File: src/rtl/buf_pkg.sv
// buf_pkg: shared configuration for the circular Buffer and its controller.
//   Default geometry (SIZE/K/J/WIDTH), address and occupancy width helpers,
//   and the configuration legality check used at elaboration time.
package buf_pkg;

    localparam int SIZE_DEF  = 16;
    localparam int K_DEF     = 8;
    localparam int J_DEF     = 4;
    localparam int WIDTH_DEF = 8;

    // Address width for a SIZE-deep buffer.
    function automatic int addr_bits(input int size);
        return $clog2(size);
    endfunction

    // Occupancy width: must represent 0..SIZE inclusive.
    function automatic int cnt_bits(input int size);
        return $clog2(size + 1);
    endfunction

    // Power-of-two SIZE >= 2, 1 <= K <= SIZE, 1 <= J <= SIZE.
    function automatic bit cfg_ok(input int size, input int k, input int j);
        return (size >= 2) && ((size & (size - 1)) == 0) &&
               (k >= 1) && (k <= size) && (j >= 1) && (j <= size);
    endfunction

endpackage

File: src/rtl/circ_buffer_ctrl_wrap_ptr.sv
// wrap_ptr: BIT-wide pointer register that advances by a constant STEP
//   modulo SIZE when en is high; asynchronous active-low reset to 0.
// Ports:
//   clk  - clock
//   rst  - asynchronous active-low reset
//   en   - advance this cycle
//   ptr  - current pointer value
module wrap_ptr #(
    parameter int SIZE = 16,
    parameter int STEP = 1,
    parameter int BIT  = 4
) (
    input  logic           clk,
    input  logic           rst,
    input  logic           en,
    output logic [BIT-1:0] ptr
);

    // SIZE is a power of two, so truncation to BIT bits is the modulo.
    localparam logic [BIT-1:0] STEP_W = BIT'(STEP % SIZE);

    logic [BIT-1:0] ptr_q;
    logic [BIT-1:0] ptr_d;

    always_comb begin
        ptr_d = ptr_q;
        if (en) ptr_d = ptr_q + STEP_W;
    end

    always_ff @(posedge clk or negedge rst) begin
        if (!rst) ptr_q <= '0;
        else      ptr_q <= ptr_d;
    end

    assign ptr = ptr_q;

endmodule

File: src/rtl/circ_buffer_ctrl.sv
// circ_buffer_ctrl: pointer and flow-control stage for the K-in/J-out
//   parallel Buffer, making it behave as a circular FIFO.
// Ports:
//   clk, rst            - clock, asynchronous active-low reset
//   wr_valid / wr_ready - K-word write burst handshake
//   rd_ready / rd_valid - J-word read burst handshake
//   ld, write_add       - buffer write strobe and write base address
//   read_add            - buffer read base address
//   count, full, empty  - occupancy and its decodes
//   err                 - sticky protocol error
// Optional feature: define CIRC_BUF_CTRL_ERR_EN to enable the sticky err flop;
//   otherwise err is tied low.
module circ_buffer_ctrl
    import buf_pkg::*;
#(
    parameter int SIZE = SIZE_DEF,
    parameter int K    = K_DEF,
    parameter int J    = J_DEF,
    parameter int BIT  = addr_bits(SIZE),
    parameter int CW   = cnt_bits(SIZE)
) (
    input  logic           clk,
    input  logic           rst,
    input  logic           wr_valid,
    output logic           wr_ready,
    input  logic           rd_ready,
    output logic           rd_valid,
    output logic           ld,
    output logic [BIT-1:0] write_add,
    output logic [BIT-1:0] read_add,
    output logic [CW-1:0]  count,
    output logic           full,
    output logic           empty,
    output logic           err
);

    if (!cfg_ok(SIZE, K, J)) begin : g_bad_cfg
        $error("circ_buffer_ctrl: illegal SIZE/K/J configuration");
    end

    localparam logic [CW:0] K_W = (CW+1)'(K);
    localparam logic [CW:0] J_W = (CW+1)'(J);

    logic [CW-1:0] cnt_q;
    logic [CW-1:0] cnt_d;
    logic [CW:0]   cnt_sum;
    logic          wr_fire;
    logic          rd_fire;

    // Handshake readiness depends only on registered occupancy.
    assign wr_ready = (cnt_q <= CW'(SIZE - K));
    assign rd_valid = (cnt_q >= CW'(J));

    // The strobe is gated by reset so a write presented while reset is held
    // never reaches the buffer, even though wr_ready reads 1 at count 0.
    assign wr_fire = wr_valid & wr_ready & rst;
    assign rd_fire = rd_ready & rd_valid;
    assign ld      = wr_fire;

    always_comb begin
        cnt_sum = {1'b0, cnt_q};
        if (wr_fire) cnt_sum = cnt_sum + K_W;
        if (rd_fire) cnt_sum = cnt_sum - J_W;
        cnt_d = cnt_sum[CW-1:0];
    end

    always_ff @(posedge clk or negedge rst) begin
        if (!rst) cnt_q <= '0;
        else      cnt_q <= cnt_d;
    end

    wrap_ptr #(.SIZE(SIZE), .STEP(K), .BIT(BIT)) u_wr_ptr (
        .clk (clk),
        .rst (rst),
        .en  (wr_fire),
        .ptr (write_add)
    );

    wrap_ptr #(.SIZE(SIZE), .STEP(J), .BIT(BIT)) u_rd_ptr (
        .clk (clk),
        .rst (rst),
        .en  (rd_fire),
        .ptr (read_add)
    );

    assign count = cnt_q;
    assign full  = (cnt_q == CW'(SIZE));
    assign empty = (cnt_q == '0);

`ifdef CIRC_BUF_CTRL_ERR_EN
    logic err_q;
    logic err_d;

    always_comb begin
        err_d = err_q | (wr_valid & ~wr_ready) | (rd_ready & ~rd_valid);
    end

    always_ff @(posedge clk or negedge rst) begin
        if (!rst) err_q <= 1'b0;
        else      err_q <= err_d;
    end

    assign err = err_q;
`else
    assign err = 1'b0;
`endif

endmodule

File: config.mk
export PLATFORM = sky130hd
export DESIGN_NAME = circ_buffer_ctrl
export DESIGN_NICKNAME = d
export VERILOG_FILES = /design/src/rtl/buf_pkg.sv /design/src/rtl/circ_buffer_ctrl_wrap_ptr.sv /design/src/rtl/circ_buffer_ctrl.sv
export SDC_FILE = /design/constraint.sdc
export NUM_CORES = 1
export LEC_CHECK = 0
export BUFFER_PORTS_ARGS = -buffer_cell sky130_fd_sc_hd__buf_2
export CORE_AREA = 2 2 39 41
export DETAILED_ROUTE_END_ITERATION = 12
export DIE_AREA = 0 0 41 43
export PLACE_DENSITY_LB_ADDON = 0.3
export SLEW_MARGIN = 20
export SYNTH_ARGS = -nofsm -noshare
export SYNTH_HDL_FRONTEND = slang
export SYNTH_SLANG_ARGS = --single-unit
File: constraint.sdc
create_clock -name clk -period 3.8 [get_ports clk]
set_input_delay 0.76 -clock clk [delete_from_list [all_inputs] [get_ports clk]]
set_output_delay 0.76 -clock clk [all_outputs]
set_load 0.005 [all_outputs]
==> metrics.md <==
| Metric | Value |
|---|---|
| Die extent in x | `41 um` |
| Max VDD drop | `0.000374 V` |
| Effective utilization at floorplan | `0.301` |
| Endpoints failing setup | `0` |
| Cell at the root of the clock tree | `sky130_fd_sc_hd__clkbuf_4` |
| Post-synthesis to final-layout area growth | `18.9%` |
| Post-layout min period | `2.27 ns` |
| Aggregate negative setup slack | `0 ns` |
| Mapped Avg Cell Area | `9.26 um^2` |
| Final GP Congestion | `0.700` |
| Worst setup slack after layout | `1.53 ns` |
| Routed WL per cell | `9.47 um` |
| Final Max Tran Viols | `0` |
| Tcrit/Tclk final | `0.598` |
| Total standard cell area after synthesis | `417 um^2` |
| Maximum clock frequency | `440 MHz` |
| Global-route congestion overflow total | `0` |
| Register cell area after layout | `150 um^2` |
| Post-synthesis sequential element count | `6` |
| Class of the worst hold path | `in2async` |
| Max-cap violation count | `0` |
| Inserted Diodes | `0` |
| Global Route met3 Usage | `0.0314` |
| Layout Utilization | `0.358` |
| Global-route wire length before repair | `1170 um` |
| Synthesis Warnings | `0` |
| Total leakage power | `0.266 nW` |
| Count of hold buffers inserted by post-cts repair | `0` |
| Slack of the worst reg-to-reg path | `2.06 ns` |
| Wirelength, routed | `729 um` |
| Setup repair after global routing missed its margin | `no` |
| Detailed Route Iter0 Violations | `3` |
| Area of the die | `1760 um^2` |
| Via Count | `345` |
| Most frequently used flop master after synthesis | `sky130_fd_sc_hd__dfrtp_1` |
| Die Ht | `43 um` |
| Kind of launch point of the worst setup path | `flip-flop` |
| Global-route usage over all layers | `0.0963` |
| Vias per Instance | `4.48` |
| Clk Latency, worst-skew pair | `0.23 ns` |
| Largest net degree at the start of global routing | `9` |
| Most frequent cells in the layout | `sky130_fd_sc_hd__buf_2 (14), sky130_fd_sc_hd__conb_1 (8), sky130_fd_sc_hd__dfrtp_1 (6)` |
| Clock buffers created by TritonCTS | `3` |
| Number of gates resized after cts | `0` |
| Final-layout fill cell count | `155` |
| Asr flop ratio synth | `1.00` |
| Required time worst endpoint | `3.04 ns` |
| Most common cell after layout, fill and taps aside | `sky130_fd_sc_hd__buf_2` |
| Kind of critical path | `reg2out` |
| Register area share after synthesis | `0.360` |
| IO Port Bufs | `14` |
| Antenna violation net count after detailed routing | `0` |
| Busiest metal layer after global routing | `met2` |
| Distinct cell type count of the synthesized netlist | `19` |
| Endpoint arrival time on the critical path | `1.51 ns` |
| H-tree lvl count | `1` |
| Number of ports placed on the die boundary | `23` |
| Clock transition at the registers of the reported paths | `0.04 ns` |
| Result of the run | `completed` |
| Maximum net fanout on the critical path | `8` |
| Pwr Density | `854 nW/um^2` |
| Remaining routing DRC violations | `0` |
| Num Clock Sinks | `6` |
| Antenna violations before repair | `0` |
| Multi-input combinational cell area | `218 um^2` |
| Total number of placement rows | `14` |
| Post-Route Skew | `0.000337 ns` |
| Fin nets | `69` |
| Count of mapped cells out of synthesis | `45` |
| Largest buffer count on any clock path | `2` |
| Via count of the first global-routing pass | `281` |
| Met2 track demand over resource | `0.138` |
| Floorplan core area | `1380 um^2` |
| Clock tree from TritonCTS | `built` |
| Number of iterations in the first detailed-routing pass | `2` |
| Crit path capture type | `output pin` |
| Post-CTS Setup Bufs | `0` |
| Met1 track demand over resource in global routing | `0.129` |
| Pre-CTS setup slack | `1.68 ns` |
| Hold Fails Final Rpt | `0` |
| Number of enable flip-flop cells after synthesis | `0` |
| Fraction of layout cells with a size suffix above 1 | `0.344` |
| Half-perimeter wire length after placement | `609 um` |
==> cells in the mapped netlist, types with 2 or more instances <==
master	number	area [um^2]
sky130_fd_sc_hd__buf_4	8	60.1
sky130_fd_sc_hd__dfrtp_1	6	150
sky130_fd_sc_hd__nand3_1	4	20.0
sky130_fd_sc_hd__inv_1	3	11.3
sky130_fd_sc_hd__nand2_1	3	11.3
sky130_fd_sc_hd__xnor2_1	3	26.3
sky130_fd_sc_hd__a211oi_2	2	25.0
sky130_fd_sc_hd__a21oi_1	2	10.0
sky130_fd_sc_hd__ha_1	2	25.0
sky130_fd_sc_hd__nor2_1	2	7.51
sky130_fd_sc_hd__nor3_1	2	10.0
==> state kept, by name, summed over array words and instances (netlist names) <==
name          cells
count             3
u_wr_ptr.ptr      1
u_rd_ptr.ptr      2
==> path summary, 6_finish.rpt <==
kind	to	cells past startpoint	start
min in group clk	u_rd_ptr.ptr[3]$_DFFE_PN0P_	1	u_rd_ptr.ptr[3]$_DFFE_PN0P_
min reg2reg	u_rd_ptr.ptr[3]$_DFFE_PN0P_	1	u_rd_ptr.ptr[3]$_DFFE_PN0P_
max in group asynchronous	count[4]$_DFF_PN0_	1	rst
max	ld	5	count[3]$_DFF_PN0_
min	count[3]$_DFF_PN0_	1	rst
max reg2reg	count[4]$_DFF_PN0_	8	count[3]$_DFF_PN0_
==> layout make-up <==
type	instances	share of cell area
repair buffers	14	0.141
inverters	4	0.0303
flip-flops and latches	6	0.303
well taps	16	0.0404
multi-input cells	34	0.439
clock buffers	3	0.0455
==> layer usage <==
metal  vias up  wire [um]
met5         -          0
met4         0          0
met2        16        329
li1        172          -
met3         0         62
met1       157        337
==> power breakdown <==
| group | switching (mW) | internal (mW) |
|---|---|---|
| Sequential | 0.0396 | 0.0976 |
| Clock | 0.0195 | 0.0355 |
| Combinational | 0.114 | 0.117 |
==> metrics by stage <==
step	instance area (um^2)	total power, mW	std cells	hold slack, ns
6_report	495	0.423	77	0.353
3_3_place_gp	473	0.373	74	0.451
5_1_grt	495	0.469	77	0.351
3_5_place_dp	473	0.372	74	0.459
2_1_floorplan	443	0.292	52	0.464
4_1_cts	495	0.430	77	0.355
==> cell families (layout without fill, tap and decap cells) <==
logic type | after synthesis | in the layout | synth area share
adders and majority gates | 2 | 2 | 0.0601
xor gates and xnor gates | 4 | 4 | 0.0841
muxes | 1 | 1 | 0.0240
AOI/OAI and AO/OA | 7 | 7 | 0.132
buffers and inverters | 12 | 21 | 0.180
other | 1 | 8 | 0.00900
DFF | 6 | 6 | 0.360
and+or+nand+nor | 12 | 12 | 0.150
==> critical path, stage by stage, from the launching register on <==
cell and delay, ns:
sky130_fd_sc_hd__dfrtp_1 0.48, sky130_fd_sc_hd__inv_1 0.08, sky130_fd_sc_hd__ha_1 0.28, sky130_fd_sc_hd__a21o_1 0.19
sky130_fd_sc_hd__nor2b_4 0.12, sky130_fd_sc_hd__buf_2 0.12
Power figures use the tool's default switching activity.
